**src/rtl/bellman_relax.sv**
```systemverilog
// ---------------------------------------------------------------------------------------------
// bellman_relax
//   Bellman-Ford relaxation stage. On an accepted start it writes every vertmat word to
//   {pred=self, dist=0}, then sweeps all (i,j) pairs of adjmat for up to N_NODES-1 passes,
//   writing {i, dist_i+w} into vertex j whenever that is strictly smaller than dist_j.
//   A pass with no update ends the run early. relax_done is a level held in DONE.
//
// Ports
//   clk, reset_n        clock (rising edge), asynchronous active-low reset
//   relax_start         start pulse, accepted only in IDLE or DONE
//   adjmat_row_addr     edge source index i          (adjmat read, 1-cycle latency)
//   adjmat_col_addr     edge destination index j
//   adjmat_q            signed edge weight, 0 = no edge
//   vertmat_addr_a/q_a  read port for source vertex i
//   vertmat_addr_b/q_b  read/write port for destination vertex j
//   vertmat_wren_b      port B write enable
//   vertmat_data_b      port B write data {pred, dist}
//   relax_busy          run in progress
//   relax_done          run finished (level)
//   relax_passes        passes executed in the last run
// ---------------------------------------------------------------------------------------------
module bellman_relax #(
    parameter int unsigned N_NODES  = 8,
    parameter int unsigned IDX_W    = 3,
    parameter int unsigned WEIGHT_W = 16,
    parameter int unsigned VERT_W   = IDX_W + WEIGHT_W
) (
    input  logic                clk,
    input  logic                reset_n,
    input  logic                relax_start,
    output logic [IDX_W-1:0]    adjmat_row_addr,
    output logic [IDX_W-1:0]    adjmat_col_addr,
    input  logic [WEIGHT_W-1:0] adjmat_q,
    output logic [IDX_W-1:0]    vertmat_addr_a,
    input  logic [VERT_W-1:0]   vertmat_q_a,
    output logic [IDX_W-1:0]    vertmat_addr_b,
    input  logic [VERT_W-1:0]   vertmat_q_b,
    output logic                vertmat_wren_b,
    output logic [VERT_W-1:0]   vertmat_data_b,
    output logic                relax_busy,
    output logic                relax_done,
    output logic [IDX_W-1:0]    relax_passes
);

    localparam logic [IDX_W-1:0] LAST_IDX = IDX_W'(N_NODES - 1);

    typedef enum logic [2:0] {
        StIdle,
        StInit,
        StAddr,
        StCmp,
        StNext,
        StDone
    } state_e;

    state_e              r_state;
    logic [IDX_W-1:0]    r_i;
    logic [IDX_W-1:0]    r_j;
    logic [IDX_W-1:0]    r_pass;
    logic [IDX_W-1:0]    r_passes;
    logic                r_dirty;
    logic                r_wren;
    logic [VERT_W-1:0]   r_data;
    logic                r_busy;
    logic                r_done;

    logic signed [WEIGHT_W:0] w_sum;
    logic signed [WEIGHT_W:0] w_dist_j;
    logic                     w_underflow;
    logic                     w_relax;
    logic [IDX_W-1:0]         w_j_inc;
    logic [IDX_W-1:0]         w_i_inc;
    logic [IDX_W-1:0]         w_pass_inc;
    logic                     w_unused_pred;

    // Pred fields of the read data are not needed for relaxation.
    assign w_unused_pred = ^{vertmat_q_a[VERT_W-1:WEIGHT_W], vertmat_q_b[VERT_W-1:WEIGHT_W]};

    always_comb begin
        // One extra bit keeps the true sum; positive overflow then simply loses the compare.
        w_sum       = {vertmat_q_a[WEIGHT_W-1], vertmat_q_a[WEIGHT_W-1:0]}
                    + {adjmat_q[WEIGHT_W-1], adjmat_q};
        w_dist_j    = {vertmat_q_b[WEIGHT_W-1], vertmat_q_b[WEIGHT_W-1:0]};
        w_underflow = w_sum[WEIGHT_W] & ~w_sum[WEIGHT_W-1];
        w_relax     = (adjmat_q != '0) && !w_underflow && (w_sum < w_dist_j);
        w_j_inc     = r_j + IDX_W'(1);
        w_i_inc     = r_i + IDX_W'(1);
        w_pass_inc  = r_pass + IDX_W'(1);
    end

    always_ff @(posedge clk or negedge reset_n) begin
        if (!reset_n) begin
            r_state  <= StIdle;
            r_i      <= '0;
            r_j      <= '0;
            r_pass   <= '0;
            r_passes <= '0;
            r_dirty  <= 1'b0;
            r_wren   <= 1'b0;
            r_data   <= '0;
            r_busy   <= 1'b0;
            r_done   <= 1'b0;
        end else begin
            case (r_state)
                StIdle, StDone: begin
                    if (relax_start) begin
                        r_state  <= StInit;
                        r_i      <= '0;
                        r_j      <= '0;
                        r_pass   <= '0;
                        r_passes <= '0;
                        r_dirty  <= 1'b0;
                        r_busy   <= 1'b1;
                        r_done   <= 1'b0;
                        // First INIT write (vertex 0) is presented in the next cycle.
                        r_wren   <= 1'b1;
                        r_data   <= '0;
                    end
                end
                StInit: begin
                    if (r_j == LAST_IDX) begin
                        r_j     <= '0;
                        r_wren  <= 1'b0;
                        r_state <= StAddr;
                    end else begin
                        r_j    <= w_j_inc;
                        r_wren <= 1'b1;
                        r_data <= {w_j_inc, {WEIGHT_W{1'b0}}};
                    end
                end
                StAddr: begin
                    r_wren  <= 1'b0;
                    r_state <= StCmp;
                end
                StCmp: begin
                    // Write is presented during NEXT, so it lands before the next ADDR read.
                    r_wren <= w_relax;
                    if (w_relax) begin
                        r_data  <= {r_i, w_sum[WEIGHT_W-1:0]};
                        r_dirty <= 1'b1;
                    end
                    r_state <= StNext;
                end
                StNext: begin
                    r_wren <= 1'b0;
                    if (r_j != LAST_IDX) begin
                        r_j     <= w_j_inc;
                        r_state <= StAddr;
                    end else if (r_i != LAST_IDX) begin
                        r_j     <= '0;
                        r_i     <= w_i_inc;
                        r_state <= StAddr;
                    end else begin
                        r_passes <= w_pass_inc;
                        if (!r_dirty || (w_pass_inc == LAST_IDX)) begin
                            r_busy  <= 1'b0;
                            r_done  <= 1'b1;
                            r_state <= StDone;
                        end else begin
                            r_pass  <= w_pass_inc;
                            r_i     <= '0;
                            r_j     <= '0;
                            r_dirty <= 1'b0;
                            r_state <= StAddr;
                        end
                    end
                end
                default: r_state <= StIdle;
            endcase
        end
    end

    assign adjmat_row_addr = r_i;
    assign adjmat_col_addr = r_j;
    assign vertmat_addr_a  = r_i;
    assign vertmat_addr_b  = r_j;
    assign vertmat_wren_b  = r_wren;
    assign vertmat_data_b  = r_data;
    assign relax_busy      = r_busy;
    assign relax_done      = r_done;
    assign relax_passes    = r_passes;

endmodule
```
**config.mk**
```make
export PLATFORM = sky130hd
export DESIGN_NAME = bellman_relax
export DESIGN_NICKNAME = d
export VERILOG_FILES = /design/src/rtl/bellman_relax.sv
export SDC_FILE = /design/constraint.sdc
export NUM_CORES = 1
export LEC_CHECK = 0
export ABC_AREA = 1
export CAP_MARGIN = 20
export CORE_MARGIN = 10
export CORE_UTILIZATION = 45
export DETAILED_ROUTE_END_ITERATION = 16
export HOLD_SLACK_MARGIN = 0.03
export PLACE_DENSITY = 0.77
export SLEW_MARGIN = 40
export SYNTH_ARGS = -nofsm -noshare
export SYNTH_HDL_FRONTEND = slang
export SYNTH_SLANG_ARGS = --single-unit
export TNS_END_PERCENT = 30
```
**constraint.sdc**
```tcl
create_clock -name clk -period 4.3 [get_ports clk]
set_clock_uncertainty 0.1 [all_clocks]
set_input_delay 0.86 -clock clk [delete_from_list [all_inputs] [get_ports clk]]
set_output_delay 0.86 -clock clk [all_outputs]
set_load 0.05 [all_outputs]
```
**Word level (Yosys, flattened, before mapping)**

Cells that the tools add are included.

- Register bits: 38
- Input port bits: 57
- Output and inout port bits: 37

- $add $sub $neg: 4
- Order comparisons: 1
- Equal/unequal tests: 19
- Mux-type cells: 43
- Bitwise logic cells: 2
- Reduce and logical (&&, ||, !) cells: 23

Operator list:

| operator | count |
|---|---|
| $mux 19 | 3 |
| $pmux 19 s3 | 1 |
| $mux 3 | 17 |
| $pmux 3 s2 | 3 |
| $add 16x16->17 | 1 |
| $lt 17x16->1 | 1 |
| $ne 2x2->1 const B | 8 |
| $reduce_bool 16->1 | 1 |
| $pmux 3 s5 | 1 |
| $mux 1 | 13 |
| $eq 3x3->1 const B | 4 |
| $reduce_and 4->1 | 3 |
| $reduce_and 5->1 | 2 |
| $add 3x1->3 const B | 3 |
| $ne 3x3->1 const B | 3 |
| $pmux 3 s3 | 1 |
| $reduce_bool 3->1 | 3 |
| $eq 3x2->1 const B | 2 |
| $reduce_and 6->1 | 1 |
| $ne 4x4->1 const B | 1 |
| $pmux 1 s2 | 2 |
| $pmux 1 s4 | 1 |
| $reduce_and 2->1 | 2 |
| $reduce_bool 4->1 | 1 |
| other kinds (11) | 14 |

**Logic depth before layout (Yosys ltp)**

- Depth after elaboration: 8
- Mapped depth: 26

**Worst setup path after synthesis**

OpenSTA, ideal clock, no wires.

- Kind: input port to flip-flop
- Start: input port adjmat_q[0]
- End: register r_data[0], in the netlist vertmat_data_b[0]
- Library setup time: 119 ps
- Arrival time: 3724 ps
- Data required time: 4081 ps
- Slack: 358 ps
- Stages on the path: 25
- Cells stage by stage: ha_1 inv_1 fa_1 o21ai_0 nand3_1 nand2_1 a21boi_0 o21ai_0 xor2_1 ha_1 nand2_1 inv_1 nand2_1 nand2_1 nand2_1 nand2_1 nor2_1 a21oi_1 nor2_1 nand2_4 nand2_4 nand2_4 buf_8 nand2_2 nand2_1

- Cells in the longest elaborated chain, start to end: 8
- Elaborated cells between the ends (all ways): 12
- Classes of those cells: 1 x add/sub; 1 x order compare; 1 x eq/ne; 2 x mux; 2 x bitwise; 5 x reduce/logical

Ends and longest elaborated chain:

| item | line | text |
|---|---|---|
| start, declared | 33 | `input logic [WEIGHT_W-1:0] adjmat_q,` |
| parallel branches: the longest is 8 deep, another holds $add 16x16->17 | -- |  |
| end signal, assigned | 128 | `r_data <= {w_j_inc, {WEIGHT_W{1'b0}}};` |
| end signal, assigned | 139 | `r_data <= {r_i, w_sum[WEIGHT_W-1:0]};` |
| end, declared | 63 | `logic [VERT_W-1:0] r_data;` |

Parallel ways; which one is timed is not known. The select of a mux whose other input is x is not followed.
A chain may end at the register's enable or synchronous reset.

**Worst setup path in the final report**

- Start: input port vertmat_q_a[0]
- End: register r_data[18], in the netlist vertmat_data_b[18]

- Cells in the longest elaborated chain, start to end: 8
- Elaborated cells between the ends (all ways): 9
- Classes of those cells: 1 x add/sub; 1 x order compare; 1 x eq/ne; 2 x bitwise; 4 x reduce/logical

Ends and longest elaborated chain:

| item | line | text |
|---|---|---|
| start, declared | 35 | `input logic [VERT_W-1:0] vertmat_q_a,` |
| $add 16x16->17 * | 82 | `+ {adjmat_q[WEIGHT_W-1], adjmat_q};` |
| parallel branches: the longest is 4 deep, another holds $lt 17x16->1 | -- |  |
| $logic_and 1x1->1 * | 85 | `w_relax = (adjmat_q != '0) && !w_underflow && (w_sum < w_dist_j);` |
| $ne 2x2->1 (no source line) * | -- |  |
| $reduce_and 4->1 (no source line) * | -- |  |

Every way passes the cells marked *.

==> impl_metrics.json <==
{
  "powerDensity_nw_per_um2": 361.2,
  "postRouteAntennaNets": 0,
  "htreeDepth": 2,
  "final_cells": 672,
  "status": "complete, no violations",
  "r2r_cells": 8,
  "clock_sinks": 38,
  "clk_latency_ps": 290,
  "final_common_cell": "nand2_1",
  "fill_cells": 581,
  "synth-seq-cells": 38,
  "port_buffers": 87,
  "clockRootBuffer": "clkbuf_8",
  "hpwl_um": 7271,
  "wirelength_um": 8601,
  "maxSlewViolCount": 0,
  "cp-end-kind": "flop",
  "power_frac_clock": 0.153,
  "grt_max_degree": 39,
  "vias": 3291,
  "critical_path_class": "in -> reg",
  "placed_area_um2": 4393,
  "worst-endpoint-arrival_ps": 4210,
  "synth_fp_nets": 547,
  "crit_path_start_kind": "primary input",
  "rows": 30,
  "antenna_found_initial": 0,
  "antenna_cells": 0,
  "fmax_mhz": 242.9,
  "wl_per_cell_um": 12.80,
  "clockBufferDepth": 2,
  "power.share.switching": 0.4419,
  "avgSynthCellArea_um2": 7.110,
  "yosys.area.top_type": "dfrtp_1",
  "relSlewSlack": 0.4115,
  "syn_area_um2": 3207,
  "yosysSeqAreaShare": 0.2965,
  "postCtsHoldBufs": 0,
  "die_w_um": 104.4,
  "cp_data_required_time_ps": 4390,
  "drive_above_1_share": 0.1389,
  "peakVddDrop_v": 0.0002045,
  "area_growth_syn_to_layout_pct": 42.88,
  "tns_ps": 0,
  "synth.distinct_cells": 35,
  "finalSetupViolCount": 0,
  "p_seq_frac": 0.300,
  "design_area_um2": 4582,
  "dp_cells": 661,
  "drt-initial-drc-count": 93,
  "power_frac_comb": 0.547,
  "most-common-layout-cells": "143 x nand2_1, 85 x clkdlybuf4s50_1, 70 x inv_1, 38 x dfrtp_1, 38 x buf_4",
  "power.total_w": 0.001655,
  "nets": 671,
  "die_area_um2": 10900,
  "synth_top_area_frac": 0.2965,
  "cts_tree": "done",
  "avgViaCountPerCell": 4.897,
  "period_share": 0.9573,
  "tightestPinTransition_ps": 879.5,
  "numCtsBuffers": 5,
  "ios": 94,
  "place_congestion": 0.8762,
  "clk_pin_slew_ps": 70,
  "drc_errors": 0,
  "yosys_warnings": 0,
  "finalHoldViolations": 0,
  "min_period_ps": 4116,
  "gr-total-overflow": 0,
  "die_h_um": 104.4,
  "synthesis.instances": 451,
  "start_util": 0.4668,
  "intPower_w": 0.0009237,
  "drtPass1Iterations": 4,
  "maxCapViolCount": 0,
  "first_global_vias": 3359,
  "leakage_nw": 2.402,
  "p_switching_w": 0.0007314,
  "hp-class": "reg -> reg",
  "grt_pass1_wl_um": 14640,
  "core_area_um2": 6869,
  "path_max_fanout": 3,
  "min_path_cells": 2,
  "track_usage": 0.1560,
  "synth.top_cells.by_area": "dfrtp_1 30%, nand2_1 17%, ha_1 15%"
}
==> stage by stage <==
stage	utilization	worst slack, ps	hold WS, ps
finish	0.6670	183.7	377.2
global route	0.6670	-48.00	409.9
CTS	0.6556	33.54	380.1
detailed placement	0.6395	-500.2	362.2
global placement	0.6395	-414.8	357.4
floorplan	-	357.6	391.2
==> flip-flops by register name, summed over array words and instances, names as in the netlist <==
register,count
r_state,3
r_pass,3
r_dirty,1
relax_passes,3
relax_done,1
adjmat_row_addr,3
adjmat_col_addr,3
relax_busy,1
vertmat_data_b,19
vertmat_wren_b,1
==> what timing repair did <==
action,CTS,global route
resized for setup,4,17
gates cloned,0,1
pin swaps,1,9
setup buffers,1,1
endpoints found under the setup margin,20,21
==> path summary, 6_finish.rpt <==
kind	start	to	slack, ps
hold reg to reg	vertmat_data_b[17]$_DFFE_PN0P_	vertmat_data_b[17]$_DFFE_PN0P_	380
setup reg to reg	adjmat_col_addr[0]$_DFFE_PN0P_	vertmat_data_b[5]$_DFFE_PN0P_	1960
min in group asynchronous	reset_n	adjmat_row_addr[0]$_DFFE_PN0P_	400
setup / recovery	vertmat_q_a[0]	vertmat_data_b[18]$_DFFE_PN0P_	180
max in group asynchronous	reset_n	vertmat_data_b[13]$_DFFE_PN0P_	3370
hold / removal	vertmat_data_b[17]$_DFFE_PN0P_	vertmat_data_b[17]$_DFFE_PN0P_	380
==> cell families (layout without fill, tap and decap cells) <==
family                   after synthesis  in the layout  share of synthesized area
flip-flops                            38             38                     0.2965
AO/OA/AOI/OAI                         48             48                    0.08428
AND/OR/NAND/NOR                      233            234                     0.3188
XOR/XNOR                              14             14                    0.03823
adder cells (fa/ha/maj)               39             39                     0.1545
buffers and inverters                 79            203                     0.1077
==> worst max-delay path: stages <==
cell and delay, ps:
clkdlybuf4s50_1 460, ha_2 180, inv_1 50, fa_2 340, o21ai_2 130, nand3_1 100, nand2_1 110, a21boi_2 70
o21ai_1 150, xor2_1 220, ha_1 280, nand2_2 90, inv_1 50, nand2_1 70, nand2_1 60, nand2_1 60
nand2_1 50, nor2_2 130, nand3_1 100, nand2_2 90, nor2_4 60, nand2_4 110, nand2_8 90, buf_4 160
nand3_1 70, nand2_1 60
==> power by group through the flow <==
stage,Combinational [W],Clock [W],Sequential [W]
after floorplan,0.000258,0,0.000765
after global placement,0.000865,0,0.000500
after detailed placement,0.000884,0,0.000502
after CTS,0.000891,0.000262,0.000496
after global routing,0.000982,0.000273,0.000505
final,0.000906,0.000253,0.000496
==> cells in the mapped netlist, drive strengths merged <==
cell type	n
dfrtp	38
nand3	25
a21boi	1
ha	38
nand2	162
a31oi	1
nor4	4
nor3	3
o21ai	19
nand4	3
a21oi	15
o21bai	3
xor2	10
inv	70
buf	9
a211oi	1
o22ai	4
a21o	2
o211ai	1
a22o	1
nor2	33
or2	1
xnor2	4
nand3b	1
and3	1
fa	1
==> layout make-up <==
type | count | area (um^2) | area share
Multi-Input combinational cell | 335 | 1988 | 0.4339
Sequential cell | 38 | 950.9 | 0.2075
Clock buffer | 7 | 86.33 | 0.01884
Clock inverter | 1 | 5.005 | 0.001092
Timing Repair Buffer | 125 | 1169 | 0.2551
Inverter | 70 | 262.8 | 0.05735
Tap cell | 96 | 120.1 | 0.02622
==> routing by layer <==
| layer | vias to the layer above | GRT usage | part of all wire |
|---|---|---|---|
| met5 | - | 0 | 0 |
| met3 | 18 | 0.04771 | 0.070 |
| li1 | 1685 | - | - |
| met1 | 1482 | 0.1687 | 0.40 |
| met4 | 0 | 0.05567 | 0.025 |
| met2 | 106 | 0.2784 | 0.51 |
No activity file was read; power rests on OpenSTA's default activity.
